<file path="src/rtl/digit_scan_pkg.sv">
// rtl/digit_scan_pkg.sv - shared types and constants for the display scan controller
package digit_scan_pkg;

    typedef enum logic [1:0] {
        OFF   = 2'd0,
        GUARD = 2'd1,
        ON    = 2'd2
    } scan_state_t;

    localparam int NDIG = 4;
    localparam logic [NDIG-1:0] AN_OFF = 4'b1111;

    // Width that holds both the lit count and the guard count.
    function automatic int cnt_width(input int div, input int guard);
        int m;
        m = (div > guard) ? div : guard;
        if (m < 2) begin
            m = 2;
        end
        return $clog2(m);
    endfunction

endpackage

</file>
<file path="src/rtl/digit_scan_cnt_mod.sv">
// rtl/digit_scan_cnt_mod.sv - clearable, enabled mod-N counter with terminal-count flag
module cnt_mod #(
    parameter int W = 2
) (
    input  logic         clk,
    input  logic         rst_n,
    input  logic         clr,
    input  logic         inc,
    input  logic [W-1:0] last,
    output logic [W-1:0] cnt,
    output logic         tc
);

    logic [W-1:0] cnt_q;
    logic [W-1:0] cnt_d;

    assign tc  = (cnt_q == last);
    assign cnt = cnt_q;

    always_comb begin
        cnt_d = cnt_q;
        if (clr) begin
            cnt_d = '0;
        end else if (inc) begin
            cnt_d = tc ? '0 : cnt_q + 1'b1;
        end
    end

    always_ff @(posedge clk or negedge rst_n) begin
        if (!rst_n) begin
            cnt_q <= '0;
        end else begin
            cnt_q <= cnt_d;
        end
    end

endmodule

</file>
<file path="src/rtl/digit_scan.sv">
// rtl/digit_scan.sv - 4-digit 7-segment scan controller with guard interval and leading-zero blanking
module digit_scan
    import digit_scan_pkg::scan_state_t, digit_scan_pkg::NDIG, digit_scan_pkg::AN_OFF, digit_scan_pkg::cnt_width;
#(
    parameter int DIV   = 100000,
    parameter int GUARD = 4
) (
    input  logic                clk,
    input  logic                rst_n,
    input  logic                en,
    input  logic [4*NDIG-1:0]   digits,
    input  logic [NDIG-1:0]     dp_in,
    input  logic                blank_lz,
    output logic [1:0]          sel,
    output logic [3:0]          digit,
    output logic [NDIG-1:0]     an,
    output logic                dp,
    output logic                tick
);

    localparam int CW = cnt_width(DIV, GUARD);
    localparam logic [CW-1:0] ON_LAST    = CW'(DIV - 1);
    localparam logic [CW-1:0] GUARD_LAST = CW'((GUARD > 0) ? GUARD - 1 : 0);
    localparam scan_state_t   SLOT_ENTRY = (GUARD > 0) ? digit_scan_pkg::GUARD : digit_scan_pkg::ON;

    scan_state_t state_q, state_d;
    logic [1:0]  idx_q, idx_d;

    logic [CW-1:0] cnt;
    logic [CW-1:0] cnt_last;
    logic          cnt_clr;
    logic          tc;

    logic [1:0]      sel_q, sel_d;
    logic [3:0]      digit_q, digit_d;
    logic [NDIG-1:0] an_q, an_d;
    logic            dp_q, dp_d;
    logic            tick_q, tick_d;
    logic            blank_q, blank_d;
    logic            dp_cap_q, dp_cap_d;

    logic [4*NDIG-1:0] upper;
    logic [3:0]        nib;
    logic              first_on;
    logic              blank_c;
    logic              blank_now;
    logic              dp_now;
    logic              lit;

    assign cnt_clr  = !en || (state_q == digit_scan_pkg::OFF);
    assign cnt_last = (state_q == digit_scan_pkg::ON) ? ON_LAST : GUARD_LAST;

    cnt_mod #(.W(CW)) u_cnt (
        .clk   (clk),
        .rst_n (rst_n),
        .clr   (cnt_clr),
        .inc   (!cnt_clr),
        .last  (cnt_last),
        .cnt   (cnt),
        .tc    (tc)
    );

    always_ff @(posedge clk or negedge rst_n) begin
        if (!rst_n) begin
            state_q <= digit_scan_pkg::OFF;
            idx_q   <= '0;
        end else begin
            state_q <= state_d;
            idx_q   <= idx_d;
        end
    end

    always_comb begin
        state_d = state_q;
        idx_d   = idx_q;
        if (!en) begin
            state_d = digit_scan_pkg::OFF;
            idx_d   = '0;
        end else begin
            case (state_q)
                digit_scan_pkg::OFF:   state_d = SLOT_ENTRY;
                digit_scan_pkg::GUARD: if (tc) state_d = digit_scan_pkg::ON;
                digit_scan_pkg::ON: begin
                    if (tc) begin
                        state_d = SLOT_ENTRY;
                        idx_d   = idx_q + 2'd1;
                    end
                end
                default: state_d = digit_scan_pkg::OFF;
            endcase
        end
    end

    // Outputs lag the FSM by one register stage; the slot's values are captured in its first ON cycle.
    always_comb begin
        upper     = digits >> {idx_q, 2'b00};
        nib       = digits[{idx_q, 2'b00} +: 4];
        blank_c   = blank_lz && (idx_q != 2'd0) && (upper == '0);
        first_on  = en && (state_q == digit_scan_pkg::ON) && (cnt == '0);
        blank_now = first_on ? blank_c : blank_q;
        dp_now    = first_on ? ~dp_in[idx_q] : dp_cap_q;
        lit       = en && (state_q == digit_scan_pkg::ON) && !blank_now;

        blank_d  = blank_now;
        dp_cap_d = dp_now;
        digit_d  = first_on ? nib : digit_q;
        an_d     = lit ? ~(NDIG'(1) << idx_q) : AN_OFF;
        dp_d     = lit ? dp_now : 1'b1;
        sel_d    = en ? idx_q : 2'd0;
        // The FSM index only ever moves by one, so a difference marks an advance.
        tick_d   = en && (idx_q != sel_q);
    end

    always_ff @(posedge clk or negedge rst_n) begin
        if (!rst_n) begin
            sel_q    <= '0;
            digit_q  <= '0;
            an_q     <= AN_OFF;
            dp_q     <= 1'b1;
            tick_q   <= 1'b0;
            blank_q  <= 1'b0;
            dp_cap_q <= 1'b1;
        end else begin
            sel_q    <= sel_d;
            digit_q  <= digit_d;
            an_q     <= an_d;
            dp_q     <= dp_d;
            tick_q   <= tick_d;
            blank_q  <= blank_d;
            dp_cap_q <= dp_cap_d;
        end
    end

    assign sel   = sel_q;
    assign digit = digit_q;
    assign an    = an_q;
    assign dp    = dp_q;
    assign tick  = tick_q;

endmodule

</file>
<file path="config.mk">
export PLATFORM = sky130hd
export DESIGN_NAME = digit_scan
export DESIGN_NICKNAME = d
export VERILOG_FILES = /design/src/rtl/digit_scan_pkg.sv /design/src/rtl/digit_scan_cnt_mod.sv /design/src/rtl/digit_scan.sv
export SDC_FILE = /design/constraint.sdc
export NUM_CORES = 1
export LEC_CHECK = 0
export ABC_AREA = 1
export BUFFER_PORTS_ARGS = -buffer_cell sky130_fd_sc_hd__buf_2
export CORE_UTILIZATION = 50
export CTS_CLUSTER_DIAMETER = 200
export DETAILED_ROUTE_END_ITERATION = 10
export GPL_TIMING_DRIVEN = 0
export PLACE_DENSITY = 0.72
export SLEW_MARGIN = 15
export SYNTH_ARGS = -nofsm -noshare
export SYNTH_HDL_FRONTEND = slang
export SYNTH_SLANG_ARGS = --single-unit
</file>
<file path="constraint.sdc">
create_clock -name clk -period 1.8 [get_ports clk]
set_input_delay 0.09 -clock clk [delete_from_list [all_inputs] [get_ports clk]]
set_output_delay 0.09 -clock clk [all_outputs]
set_load 0.005 [all_outputs]
</file>
## Yosys cells after proc, flatten, opt, wreduce, memory -nomap -nowiden

Index checks and enable logic that the tools add are counted.

- Word-level logic and storage cells: 58
- Output and inout port bits: 12
- Register bits: 35
- Bits of input ports: 24

- Magnitude comparators: 1
- Bitwise gates (word level): 2
- Shift operators: 3
- Equal/unequal tests: 8
- Muxes and demuxes: 17
- Reduce and logical (&&, ||, !) cells: 15
- Add/sub/neg operators: 2

Operator list:

| operator | count |
|---|---|
| 2-to-1 mux 17 bit | 3 |
| adder 17 x 1 -> 17 bit (second input constant) | 1 |
| == test 17 bit | 1 |
| logical NOT 17 bit | 1 |
| logical NOT 16 bit | 1 |
| indexed part select 16 x 5 -> 4 bit | 1 |
| >> shifter 16 x 4 -> 16 bit | 1 |
| 2-to-1 mux 2 bit | 7 |
| logical AND 1 bit | 6 |
| != test 3 x 2 -> 1 bit (second input constant) | 2 |
| case mux 2 bit (3 select lines) | 1 |
| 2-to-1 mux 1 bit | 4 |
| 2-to-1 mux 4 bit | 1 |
| != test 2 x 1 -> 1 bit (second input constant) | 2 |
| NOT 4 bit | 1 |
| AND reduction 2 bit | 2 |
| left shift 1 x 2 -> 4 bit (first input constant) | 1 |
| less-than comparator 2 x 3 -> 1 bit (second input constant) | 1 |
| adder 2 x 1 -> 2 bit (second input constant) | 1 |
| binary-select mux 1 bit (select 2 bit) | 1 |
| == test 2 x 1 -> 1 bit (second input constant) | 1 |
| == test 2 bit (second input constant) | 1 |
| logical NOT 1 bit | 2 |
| logical NOT 2 bit | 1 |
| 4 further kinds | 4 |

## Depth between registers and ports, before layout

- Word-level depth: 7
- Depth in mapped cells: 10
- Depth with buffers taken out: 9

## Cells and area by module

From an unflattened synthesis, not the netlist that was laid out.

- Cells, all modules: 359
- Area, all modules: 2566.2 um2

Modules (own cells, without submodules):

| module | seq. area each (um2) | times used | area each (um2) | cells each |
|---|---|---|---|---|
| cnt_mod | 425.4 | 1 | 1361.3 | 199 |
| digit_scan | 457.9 | 1 | 1204.9 | 160 |

## Worst setup path before layout

OpenSTA, ideal clock, no wires.

- Kind: register to register
- Start point: register idx_q[1]
- End point: register dp_q (netlist: dp)
- Setup slack: 0.388 ns
- Data arrival time: 1.346 ns
- Library setup time: 0.066 ns
- Buffers on the path: 1
- Required time: 1.734 ns
- Cell stages (with the launch flop): 11
- Period minus slack after synthesis: 1.412 ns
- Cells stage by stage: dfrtp_1 > buf_4 > inv_1 > ha_1 > inv_1 > nand2_1 > nor2_1 > nand2_1 > nor2_1 > nand3_2 > nand4_1

- Longest elaborated chain between the ends: 7
- Elaborated cells on any way between the ends: 13
- Classes of those cells: shift: 1; mux: 5; bitwise: 1; reduce/logical: 6

RTL lines:

| item | RTL line | RTL |
|---|---|---|
| start, declared | digit_scan.sv:27 | `logic [1:0] idx_q, idx_d;` |
| start signal, assigned | digit_scan.sv:69 | `idx_q <= idx_d;` |
| >> shifter 16 x 4 -> 16 bit / nonzero test 2 bit (equally long branches) | digit_scan.sv:96, digit_scan.sv:98 |  |
| logical NOT 16 bit / logical AND 1 bit (equally long branches) | digit_scan.sv:98 | `blank_c = blank_lz && (idx_q != 2'd0) && (upper == '0);` |
| logical AND 1 bit | digit_scan.sv:98 |  |
| 2-to-1 mux 1 bit | digit_scan.sv:100 | `blank_now = first_on ? blank_c : blank_q;` |
| logical NOT 1 bit | digit_scan.sv:102 | `lit = en && (state_q == digit_scan_pkg::ON) && !blank_now;` |
| logical AND 1 bit | digit_scan.sv:102 |  |
| 2-to-1 mux 1 bit (*) | digit_scan.sv:108 | `dp_d = lit ? dp_now : 1'b1;` |
| named net dp_d | digit_scan.sv:37 | `logic dp_q, dp_d;` |
| end signal, assigned | digit_scan.sv:127 | `dp_q <= dp_d;` |
| end, declared | digit_scan.sv:37 |  |

Mark *: on every way through the listed nets, which the timed path passes. The rest lies on a longest branch. The select of a mux whose other input is x is not followed.
A chain may end at the register's enable or synchronous reset.

## Worst setup path after layout

- Start point: register idx_q[1]
- End point: register an_q[3] (netlist: an[3])

- Longest elaborated chain between the ends: 7
- Elaborated cells on any way between the ends: 11
- Classes of those cells: shift: 2; mux: 2; bitwise: 1; reduce/logical: 6

RTL lines:

| item | RTL line | RTL |
|---|---|---|
| >> shifter 16 x 4 -> 16 bit / nonzero test 2 bit (equally long branches) | digit_scan.sv:96, digit_scan.sv:98 |  |
| logical NOT 16 bit / logical AND 1 bit (equally long branches) | digit_scan.sv:98 |  |
| logical AND 1 bit | digit_scan.sv:98 |  |
| 2-to-1 mux 1 bit | digit_scan.sv:100 |  |
| logical NOT 1 bit | digit_scan.sv:102 |  |
| logical AND 1 bit | digit_scan.sv:102 |  |
| 2-to-1 mux 4 bit (*) | digit_scan.sv:107 | `an_d = lit ? ~(NDIG'(1) << idx_q) : AN_OFF;` |
| named net an_d[3] | digit_scan.sv:36 | `logic [NDIG-1:0] an_q, an_d;` |
| end signal, assigned | digit_scan.sv:126 | `an_q <= an_d;` |
| end, declared | digit_scan.sv:36 |  |

Mark *: on every way through the listed nets, which the timed path passes. The rest lies on a longest branch.

==> key figures <==
Outcome
  – Status: completed

Pwr
  – NetSw: 0.0003776 W
  – LEAKAGE: 1.301 nW
  – Clk network pwr share: 43.6%
  – Power per cell area: 679.3 nW/um^2
  – Logic pwr share: 7.9%
  – Sequential share of power: 48.6%
  – Int Power: 0.001310 W
  – Net switching share of the total power: 22.38%
  – Peak supply drop: 0.0004338 V

Job
  – Maximum capacitance violations: 0

Route
  – DR iter-0 viols: 148
  – DRC Markers: 0
  – Total Wirelength: 4.532 mm
  – Total number of vias: 1914
  – TritonRoute pass-1 iters: 4
  – Routed WL per cell: 11.83 um
  – ANT nets after route: 0
  – DR vias/cell: 4.997

Logic synthesis
  – #FFs+latches synth: 35
  – Mean Syn Cell Area: 7.322 sq um
  – Number of flops mapped to enable cells by yosys: 0
  – Synth cell types: 29
  – Top cells by area in the synthesized netlist: dfrtp_1, nand2_1, nor2_1
  – Syn_nets: 320
  – Mapped Area: 2123 sq um
  – Mapped Cells: 290
  – Synth top area share: 34.18%
  – Synth Warn #: 0
  – Main synth FF type: dfrtp_1
  – Register area share after synthesis: 41.60%
  – Area leader, netlist: dfrtp_1
  – Fraction of registers with async set/reset: 100.0%

Worst hold path
  – Hold Path Stages: 3
  – Hold Startpoint: en
  – Min-Delay Endpoint: sel[0]
  – Worst min-delay path category: in2reg

Setup path
  – FF-to-FF setup slack: 160 ps
  – Register-to-Register Path Depth: 10
  – Reg2reg end: an[3]
  – Critical path cell sequence: buf_4 -> inv_1 -> ha_1 -> inv_1 -> nand2_1 -> nor2_1 -> nand2_1 -> nor2_1 -> nand3_2 -> nand4_1
  – Crit Path Max Fanout: 10
  – CP Class: reg2reg
  – Critical Path AT: 1860 ps
  – Worst Setup SP: idx_q[1]
  – CP max-delay cell: dfrtp_1
  – Reg2reg start: idx_q[1]
  – Critical Path Sink Type: register
  – Type of origin of the critical path: register
  – WP data required: 2020 ps
  – Max stage delay on crit path: 370 ps

Clock network
  – Post-CTS sizing: 0
  – Max Buffers Root-to-Sink: 2
  – H-tree depth: 2
  – Root buffer cell: clkbuf_8
  – Worst-path clk slew: 70 ps
  – Clk sinks: 35
  – Worst-Skew Late Latency: 290 ps
  – CTS tree: built
  – Postcts setup bufs: 0
  – CTS Buf Count: 5

Global routing
  – Vias in the first global route: 1739
  – Gr usage total: 22.87%
  – First-pass GRT wire length: 7.700 mm
  – Initial antenna violation count: 0
  – Grt total ovfl: 0
  – Largest net degree at the start of global routing: 36

Floorplanning
  – Die X-Extent: 67.17 um
  – Die area: 4511 sq um
  – Ports: 36
  – Initial Utilization: 52.70%
  – Height of the die: 67.17 um
  – Core box area: 4029 sq um
  – FP Rows: 23

Layout
  – FF/Latch Area: 883.3 sq um
  – Area Growth Syn to Fin: 16.97%
  – Most frequent cells in the layout: nand2_1, nor2_1, buf_2
  – Most common cell after layout, fill and taps aside: nand2_1
  – Multi-input gate area: 1076 sq um
  – Ratio of cells with drive above 1 in the final layout: 20.72%
  – Filler cells: 382
  – Diode count: 0
  – Nets: 362

Timing
  – Final Skew: 8.464 ps
  – RSZ-0062 raised after global routing: false
  – Final Cycle Share: 91.28%
  – Final hold violations: 0
  – Setup ws final: 157.0 ps
  – Tmin final: 1643 ps
  – Highest clock rate: 608.6 MHz
  – Final TNS setup: 0 ps
  – Final Slew Violations: 0
  – Worst Tran Pin Value: 752.7 ps
  – Worst slew margin: 49.82%
  – Setup violators final: 0

Placement
  – I/O Buffers: 34
  – Routability cong.: 0.9424
  – Setup WS pre-CTS: 180.3 ps
  – Post-DP HPWL: 3.430 mm
==> cell families (layout without fill, tap and decap cells) <==
family	after synthesis	count (layout)	synth area share, %
adders and majority gates	6	6	3.536
and+or+nand+nor	182	182	38.48
buffers and inverters	41	84	7.719
AOI/OAI and AO/OA	15	15	4.125
DFF	35	35	41.60
xor gates and xnor gates	11	11	4.537
==> synthesized netlist by cell type, drive strengths merged (5+ instances only) <==
master and count:
dfrtp 29, dfstp 6, ha 6, inv 37, nand2 85, nand3 19
nand4 12, nor2 58, nor3 6, o21ai 8, xnor2 6, xor2 5
==> worst max path at each step <==
stage	slack (ps)	end	depth (start not counted)
floorplan	390	dp	10
global placement	180	an[3]	10
detailed placement	180	an[3]	10
CTS	160	an[3]	10
global route	5	an[3]	10
finish	160	an[3]	10
==> routing by layer <==
| layer | vias to the layer above | share of wire, % | track usage (%) |
|---|---|---|---|
| li1 | 987 | - | - |
| met1 | 883 | 49 | 31.38 |
| met2 | 42 | 46 | 36.13 |
| met3 | 2 | 4.1 | 4.054 |
| met4 | 0 | 0.64 | 7.979 |
| met5 | - | 0 | 0 |
==> registers in the layout, summed over array words and instances (netlist names), 2 cells and up <==
| name | count |
|---|---|
| an | 4 |
| digit | 4 |
| idx_q | 2 |
| sel | 2 |
| state_q | 2 |
| u_cnt.cnt | 17 |
==> area by class of cell <==
cell class | count | share of cell area [%]
sequential | 35 | 35.57
multi-input combinational | 214 | 43.32
timing repair buffer | 35 | 7.254
tap | 50 | 2.519
buffer | 4 | 1.008
clock buffer | 6 | 3.325
inverter | 37 | 5.592
clock inverter | 2 | 1.411
==> through the flow <==
step	hold slack [ps]	instance area (sq um)	total power [W]	utilization [%]	instances
after floorplan	-205.6	2123	0.0008938	-	290
after global placement	203.2	2356	0.0009621	58.48	374
after detailed placement	215.8	2356	0.0009676	58.48	374
after CTS	97.32	2484	0.001700	61.65	383
after global routing	128.1	2484	0.001757	61.65	383
final	108.7	2484	0.001687	61.65	383
==> power by group through the flow <==
stage	combinational [W]	clock, W	sequential, W
after global routing	0.000154	0.000782	0.000821
after floorplan	0.0000603	0	0.000834
final	0.000133	0.000735	0.000820
after detailed placement	0.000133	0	0.000834
after CTS	0.000135	0.000745	0.000820
after global placement	0.000130	0	0.000832
==> worst max-delay path: cells and delay by family (launching register included) <==
family / cells / cell delay, ps
fa+ha+maj: 1 / 250
buf+inv: 3 / 410
flops: 1 / 370
simple gates: 6 / 550
==> timing repair <==
item | in CTS | in global routing
hold endpoints to repair | 29 | 0
setup endpoints to repair | 0 | 0
hold buffers | 1 | 0
Note: power is estimated with default switching activity, not from simulation.
